--- src/rtl/wb_arb_stage_if.sv ---
// Writeback arbiter bus: MEM pipeline result, LL handshake,
// register-file write bundle and status outputs.
interface wb_arb_stage_if #(
    parameter int DBITS     = 32,
    parameter int REGNOBITS = 5,
    parameter int LL_DEPTH  = 4,
    parameter int CNT_BITS  = 32
);
    localparam int PW = $clog2(LL_DEPTH) + 1;

    logic                 pipe_valid;
    logic                 pipe_wr_reg;
    logic [REGNOBITS-1:0] pipe_regno;
    logic [DBITS-1:0]     pipe_data;
    logic                 pipe_halt;
    logic                 ll_valid;
    logic                 ll_ready;
    logic [REGNOBITS-1:0] ll_regno;
    logic [DBITS-1:0]     ll_data;
    logic                 rf_wr_en;
    logic [REGNOBITS-1:0] rf_wr_regno;
    logic [DBITS-1:0]     rf_wr_data;
    logic [CNT_BITS-1:0]  retire_count;
    logic [PW-1:0]        ll_pending;
    logic                 halted;

    modport master (
        output pipe_valid, pipe_wr_reg, pipe_regno,
        output pipe_data, pipe_halt,
        output ll_valid, ll_regno, ll_data,
        input  ll_ready,
        input  rf_wr_en, rf_wr_regno, rf_wr_data,
        input  retire_count, ll_pending, halted
    );

    modport slave (
        input  pipe_valid, pipe_wr_reg, pipe_regno,
        input  pipe_data, pipe_halt,
        input  ll_valid, ll_regno, ll_data,
        output ll_ready,
        output rf_wr_en, rf_wr_regno, rf_wr_data,
        output retire_count, ll_pending, halted
    );
endinterface

--- src/rtl/wb_arb_stage.sv ---
// Writeback stage: merges MEM results and a buffered long-latency
// result stream onto one register-file write port.
module wb_arb_stage #(
    parameter int DBITS     = 32,
    parameter int REGNOBITS = 5,
    parameter int LL_DEPTH  = 4,
    parameter int CNT_BITS  = 32
) (
    input logic          clk,
    input logic          reset,
    wb_arb_stage_if.slave bus
);
    localparam int AW = $clog2(LL_DEPTH);
    localparam int OW = AW + 1;
    localparam logic [OW-1:0] FULL = OW'(LL_DEPTH);

    logic [REGNOBITS-1:0] fifo_regno [LL_DEPTH];
    logic [DBITS-1:0]     fifo_data  [LL_DEPTH];
    logic [AW-1:0]        wr_ptr;
    logic [AW-1:0]        rd_ptr;
    logic [OW-1:0]        occ;

    logic                 en_q;
    logic [REGNOBITS-1:0] regno_q;
    logic [DBITS-1:0]     data_q;
    logic [CNT_BITS-1:0]  cnt_q;
    logic                 halt_pending;
    logic                 halted_q;

    logic                 ready;
    logic                 pipe_req;
    logic                 push;
    logic                 pop;
    logic [REGNOBITS-1:0] head_regno;
    logic [DBITS-1:0]     head_data;

    // ready comes from registered occupancy only, so a same-cycle
    // pop never opens a slot for a push
    assign ready      = (occ != FULL);
    assign pipe_req   = bus.pipe_valid && bus.pipe_wr_reg;
    assign push       = bus.ll_valid && ready;
    assign pop        = (occ != '0) && !pipe_req;
    assign head_regno = fifo_regno[rd_ptr];
    assign head_data  = fifo_data[rd_ptr];

    always_ff @(posedge clk) begin
        if (push) begin
            fifo_regno[wr_ptr] <= bus.ll_regno;
            fifo_data[wr_ptr]  <= bus.ll_data;
        end
    end

    always_ff @(posedge clk or posedge reset) begin
        if (reset) begin
            wr_ptr <= '0;
            rd_ptr <= '0;
            occ    <= '0;
        end else begin
            if (push)
                wr_ptr <= wr_ptr + AW'(1);
            if (pop)
                rd_ptr <= rd_ptr + AW'(1);
            if (push && !pop)
                occ <= occ + OW'(1);
            else if (pop && !push)
                occ <= occ - OW'(1);
        end
    end

    // a write to register 0 still takes the port but is suppressed
    always_ff @(posedge clk or posedge reset) begin
        if (reset) begin
            en_q    <= 1'b0;
            regno_q <= '0;
            data_q  <= '0;
        end else if (pipe_req) begin
            en_q    <= (bus.pipe_regno != '0);
            regno_q <= bus.pipe_regno;
            data_q  <= bus.pipe_data;
        end else if (pop) begin
            en_q    <= (head_regno != '0);
            regno_q <= head_regno;
            data_q  <= head_data;
        end else begin
            en_q    <= 1'b0;
        end
    end

    always_ff @(posedge clk or posedge reset) begin
        if (reset) begin
            cnt_q        <= '0;
            halt_pending <= 1'b0;
            halted_q     <= 1'b0;
        end else begin
            if (bus.pipe_valid)
                cnt_q <= cnt_q + CNT_BITS'(1);
            if (bus.pipe_valid && bus.pipe_halt)
                halt_pending <= 1'b1;
            if (halt_pending && occ == '0 && !en_q)
                halted_q <= 1'b1;
        end
    end

    assign bus.ll_ready     = ready;
    assign bus.rf_wr_en     = en_q;
    assign bus.rf_wr_regno  = regno_q;
    assign bus.rf_wr_data   = data_q;
    assign bus.retire_count = cnt_q;
    assign bus.ll_pending   = occ;
    assign bus.halted       = halted_q;
endmodule

--- src/flat_wrapper.sv ---
// flat-port wrapper written by rule: the top's interface ports become plain ports
module wb_arb_stage_flat 
#(
    parameter int DBITS     = 32,
    parameter int REGNOBITS = 5,
    parameter int LL_DEPTH  = 4,
    parameter int CNT_BITS  = 32
)
  (clk, reset, bus_pipe_valid, bus_pipe_wr_reg, bus_pipe_regno, bus_pipe_data, bus_pipe_halt, bus_ll_valid, bus_ll_regno, bus_ll_data, bus_ll_ready, bus_rf_wr_en, bus_rf_wr_regno, bus_rf_wr_data, bus_retire_count, bus_ll_pending, bus_halted);
  wb_arb_stage_if #(.DBITS(DBITS), .REGNOBITS(REGNOBITS), .LL_DEPTH(LL_DEPTH), .CNT_BITS(CNT_BITS)) bus_i ();
  input logic clk;
  input logic reset;
  input wire logic [$bits(bus_i.pipe_valid)-1:0] bus_pipe_valid;
  input wire logic [$bits(bus_i.pipe_wr_reg)-1:0] bus_pipe_wr_reg;
  input wire logic [$bits(bus_i.pipe_regno)-1:0] bus_pipe_regno;
  input wire logic [$bits(bus_i.pipe_data)-1:0] bus_pipe_data;
  input wire logic [$bits(bus_i.pipe_halt)-1:0] bus_pipe_halt;
  input wire logic [$bits(bus_i.ll_valid)-1:0] bus_ll_valid;
  input wire logic [$bits(bus_i.ll_regno)-1:0] bus_ll_regno;
  input wire logic [$bits(bus_i.ll_data)-1:0] bus_ll_data;
  output wire logic [$bits(bus_i.ll_ready)-1:0] bus_ll_ready;
  output wire logic [$bits(bus_i.rf_wr_en)-1:0] bus_rf_wr_en;
  output wire logic [$bits(bus_i.rf_wr_regno)-1:0] bus_rf_wr_regno;
  output wire logic [$bits(bus_i.rf_wr_data)-1:0] bus_rf_wr_data;
  output wire logic [$bits(bus_i.retire_count)-1:0] bus_retire_count;
  output wire logic [$bits(bus_i.ll_pending)-1:0] bus_ll_pending;
  output wire logic [$bits(bus_i.halted)-1:0] bus_halted;
  assign bus_i.pipe_valid = bus_pipe_valid;
  assign bus_i.pipe_wr_reg = bus_pipe_wr_reg;
  assign bus_i.pipe_regno = bus_pipe_regno;
  assign bus_i.pipe_data = bus_pipe_data;
  assign bus_i.pipe_halt = bus_pipe_halt;
  assign bus_i.ll_valid = bus_ll_valid;
  assign bus_i.ll_regno = bus_ll_regno;
  assign bus_i.ll_data = bus_ll_data;
  assign bus_ll_ready = bus_i.ll_ready;
  assign bus_rf_wr_en = bus_i.rf_wr_en;
  assign bus_rf_wr_regno = bus_i.rf_wr_regno;
  assign bus_rf_wr_data = bus_i.rf_wr_data;
  assign bus_retire_count = bus_i.retire_count;
  assign bus_ll_pending = bus_i.ll_pending;
  assign bus_halted = bus_i.halted;
  wb_arb_stage #(.DBITS(DBITS), .REGNOBITS(REGNOBITS), .LL_DEPTH(LL_DEPTH), .CNT_BITS(CNT_BITS)) u_core (.clk(clk), .reset(reset), .bus(bus_i));
endmodule
--- config.mk ---
export PLATFORM = sky130hd
export DESIGN_NAME = wb_arb_stage_flat
export DESIGN_NICKNAME = d
export VERILOG_FILES = /design/src/rtl/wb_arb_stage_if.sv /design/src/rtl/wb_arb_stage.sv /design/src/flat_wrapper.sv
export SDC_FILE = /design/constraint.sdc
export NUM_CORES = 1
export LEC_CHECK = 0
export BUFFER_PORTS_ARGS = -buffer_cell sky130_fd_sc_hd__clkbuf_2
export CAP_MARGIN = 20
export CORE_ASPECT_RATIO = 2
export CORE_MARGIN = 2
export CORE_UTILIZATION = 29
export CTS_CLUSTER_DIAMETER = 60
export DETAILED_ROUTE_END_ITERATION = 12
export PLACE_DENSITY = 0.53
export SLEW_MARGIN = 10
export SYNTH_ARGS = -nofsm -noshare
export SYNTH_HDL_FRONTEND = slang
export SYNTH_SLANG_ARGS = --single-unit
--- constraint.sdc ---
create_clock -name clk -period 3 [get_ports clk]
set_input_delay 0.45 -clock clk [delete_from_list [all_inputs] [get_ports clk]]
set_output_delay 0.45 -clock clk [all_outputs]
set_load 0.03 [all_outputs]
==> key figures <==
Run status
  • Status: complete, no violations

STA
  • Final hold violations: 0
  • Final worst-path cycle share: 72.09%
  • Clk_skew: 18.97 ps
  • Sum of negative setup slack: 0 ps
  • # setup viols final: 0
  • Rel. slew slack: 50.36%
  • Worst slew pin tran: 741.8 ps
  • Fmax: 462.4 MHz
  • Max Slew Vio Count: 0
  • Post-layout minimum cycle time: 2163 ps
  • RSZ-0062 raised after global routing: no
  • Fin Hold WS: 135.5 ps

CTS
  • CTS root buf: clkbuf_16
  • Post-CTS setup repair buffer count: 0
  • Number of H-tree levels: 1
  • CTS Buffer Depth: 3
  • Cts bufs inserted: 23
  • Clk slew on worst S/H paths: 60 ps
  • Clock net sink count: 227
  • Worst-Skew Late Latency: 510 ps
  • CTS tree: built
  • Cts repair resizes: 0

Detailed routing
  • Vias: 5049
  • Number of vias per cell: 4.662
  • Initial DRT Pass Iterations: 4
  • Drt wl/cell: 17.60 um
  • First DRT Iteration DRCs: 299
  • # DRC: 0
  • DRT antenna net count: 0
  • Total Wirelength: 19060 um

Yosys
  • Yosys top cell area share: 49.66%
  • EDFF count, synth: 148
  • Asr flop ratio synth: 34.80%
  • Gate Count Post-Synth: 524
  • Syn avg cell area: 17.08 um^2
  • Post-synth net total: 611
  • Synth Warn #: 0
  • Synth Register Bits: 227
  • Cell taking the most area after synthesis: edfxtp_1
  • Synth area leaders: edfxtp_1 (50%), dfrtp_1 (22%), mux4_2 (8.6%)
  • Synth Flop Type: edfxtp_1
  • Unique cell type count in the Yosys netlist: 30
  • Seq/Total Area, Yosys: 71.76%
  • Synthesized cell area: 8949 um^2

Critical path
  • Startpoint Class: register
  • Critical Path RT: 3430 ps
  • Highest net fanout along the worst path: 6
  • Arr. time, crit path: 2590 ps
  • Critical setup path kind: register to register
  • Worst setup EP type: register

Layout
  • Area growth, synth to finish: 21.80%
  • Antenna cells: 0
  • Multi-input gate area: 2407 um^2
  • Layout cells sized above 1: 34.60%
  • Commonest cells after routing, fill and taps aside: clkbuf_2 (154), edfxtp_1 (148), dfrtp_1 (77)
  • Fillers: 2932
  • FF+latch area: 6424 um^2
  • Final Net Count: 781
  • Final core utilization: 35.59%
  • Commonest non-fill, non-tap cell in the layout: clkbuf_2

Placed design
  • Post-DP HPWL: 12490 um
  • GPL Wtd Cong: 0.7153
  • Port Buf Inserts: 154

Global routing
  • Initial antenna violation count: 2
  • First-pass GRT wire length: 29900 um
  • Vias in the first global route: 5179
  • Largest net degree at the start of global routing: 76
  • Total GRT Usage: 11.77%
  • GRT Residual Overflow: 0

Floorplan
  • Die area: 32360 um^2
  • Die width: 128.2 um
  • Starting Density: 29.22%
  • Vert. Die Dim: 252.4 um
  • Total core area: 30630 um^2
  • # rows: 91
  • Num ports: 155

Flow run
  • Max Cap Viol: 0

Power
  • Pwr Density: 960.2 nW/um^2
  • Final Total Pwr: 0.01047 W
  • Peak VDD IR: 0.5434 mV
  • Leakage power: 4.157 nW

Min path
  • Worst hold path type: input pin to register
[per-layer routing]
layer | wire (um) | vias to the layer above | GRT usage (%)
li1 | - | 2341 | -
met5 | 27 | - | 0
met2 | 8676 | 190 | 18.15
met4 | 316 | 4 | 2.857
met1 | 8705 | 2486 | 16.72
met3 | 1335 | 28 | 2.921
[worst paths after layout]
| kind | start | to | slack, ps | cells past startpoint |
|---|---|---|---|---|
| worst max-delay path | u_core.bus.ll_pending[0] | u_core.bus.ll_pending[2] | 840 | 9 |
| worst min-delay path | bus_pipe_data[5] | u_core.bus.rf_wr_data[5] | 140 | 3 |
| worst max register to register | u_core.bus.ll_pending[0] | u_core.bus.ll_pending[2] | 840 | 9 |
| worst min register to register | u_core.bus.halted | u_core.bus.halted | 470 | 1 |
| max in group asynchronous | reset | u_core.bus.retire_count[27] | 1880 | 4 |
| min in group asynchronous | reset | u_core.bus.ll_pending[1] | 450 | 3 |
[cells by family (layout without fill, tap and decap cells)]
family | Yosys count | after routing | synth area share, %
adders and majority gates | 7 | 7 | 1.063
xor gates and xnor gates | 37 | 37 | 3.621
DFF | 227 | 227 | 71.76
and+or+nand+nor | 105 | 105 | 5.775
muxes | 77 | 77 | 13.95
buffers and inverters | 30 | 217 | 1.468
AOI/OAI and AO/OA | 41 | 41 | 2.363
[power by group]
group	switching (W)	internal [W]	total [W]	leakage, nW
Sequential	0.000434	0.00416	0.00459	2.34
Combinational	0.00193	0.00126	0.00320	1.49
Clock	0.00116	0.00151	0.00268	0.329
[stage by stage]
stage,setup slack (ps),instances,area (um^2)
after floorplan,526.6,524,8949
after global placement,775.6,1040,10190
after detailed placement,716.2,1040,10190
after CTS,827.3,1083,10900
after global routing,635.3,1083,10900
final,837.3,1083,10900
[synthesized netlist by cell type, drive strengths merged (11+ instances only)]
library cell / number
nand4: 16
buf: 12
mux4: 37
edfxtp: 148
mux2i: 37
clkbuf: 11
o21ai: 39
dfrtp: 79
nand3: 11
nand2: 48
xnor2: 29
[critical path, cell delays in order (launching register included)]
cell and delay, ps:
dfrtp_1 480, nor2_1 80, nand2_1 180, and2_0 280
ha_1 220, inv_1 60, fa_1 370, xor2_1 150
nor2_1 120, xor2_1 150
[sequential cells by signal (all words and copies together), names as in the netlist]
name and flops:
u_core.fifo_data 128, u_core.bus.retire_count 32, u_core.bus.rf_wr_data 32, u_core.fifo_regno 20
u_core.bus.rf_wr_regno 5, u_core.bus.ll_pending 3, u_core.rd_ptr 2, u_core.wr_ptr 2
u_core.bus.halted 1, u_core.bus.rf_wr_en 1, u_core.halt_pending 1
[timing repair]
action                                 4_1_cts  5_1_grt
setup endpoints to repair                    0        0
endpoints found under the hold margin       19        0
hold buffers                                 1        0
[layout make-up]
class                   instances  share of cell area [%]
multi-input cells             267                   22.09
repair buffers                168                   8.059
flip-flops and latches        227                   58.94
clock inverters                11                  0.8380
clock buffers                  31                   5.556
well taps                     372                   4.270
inverters                       7                  0.2526
No activity file was read; power rests on OpenSTA's default activity.
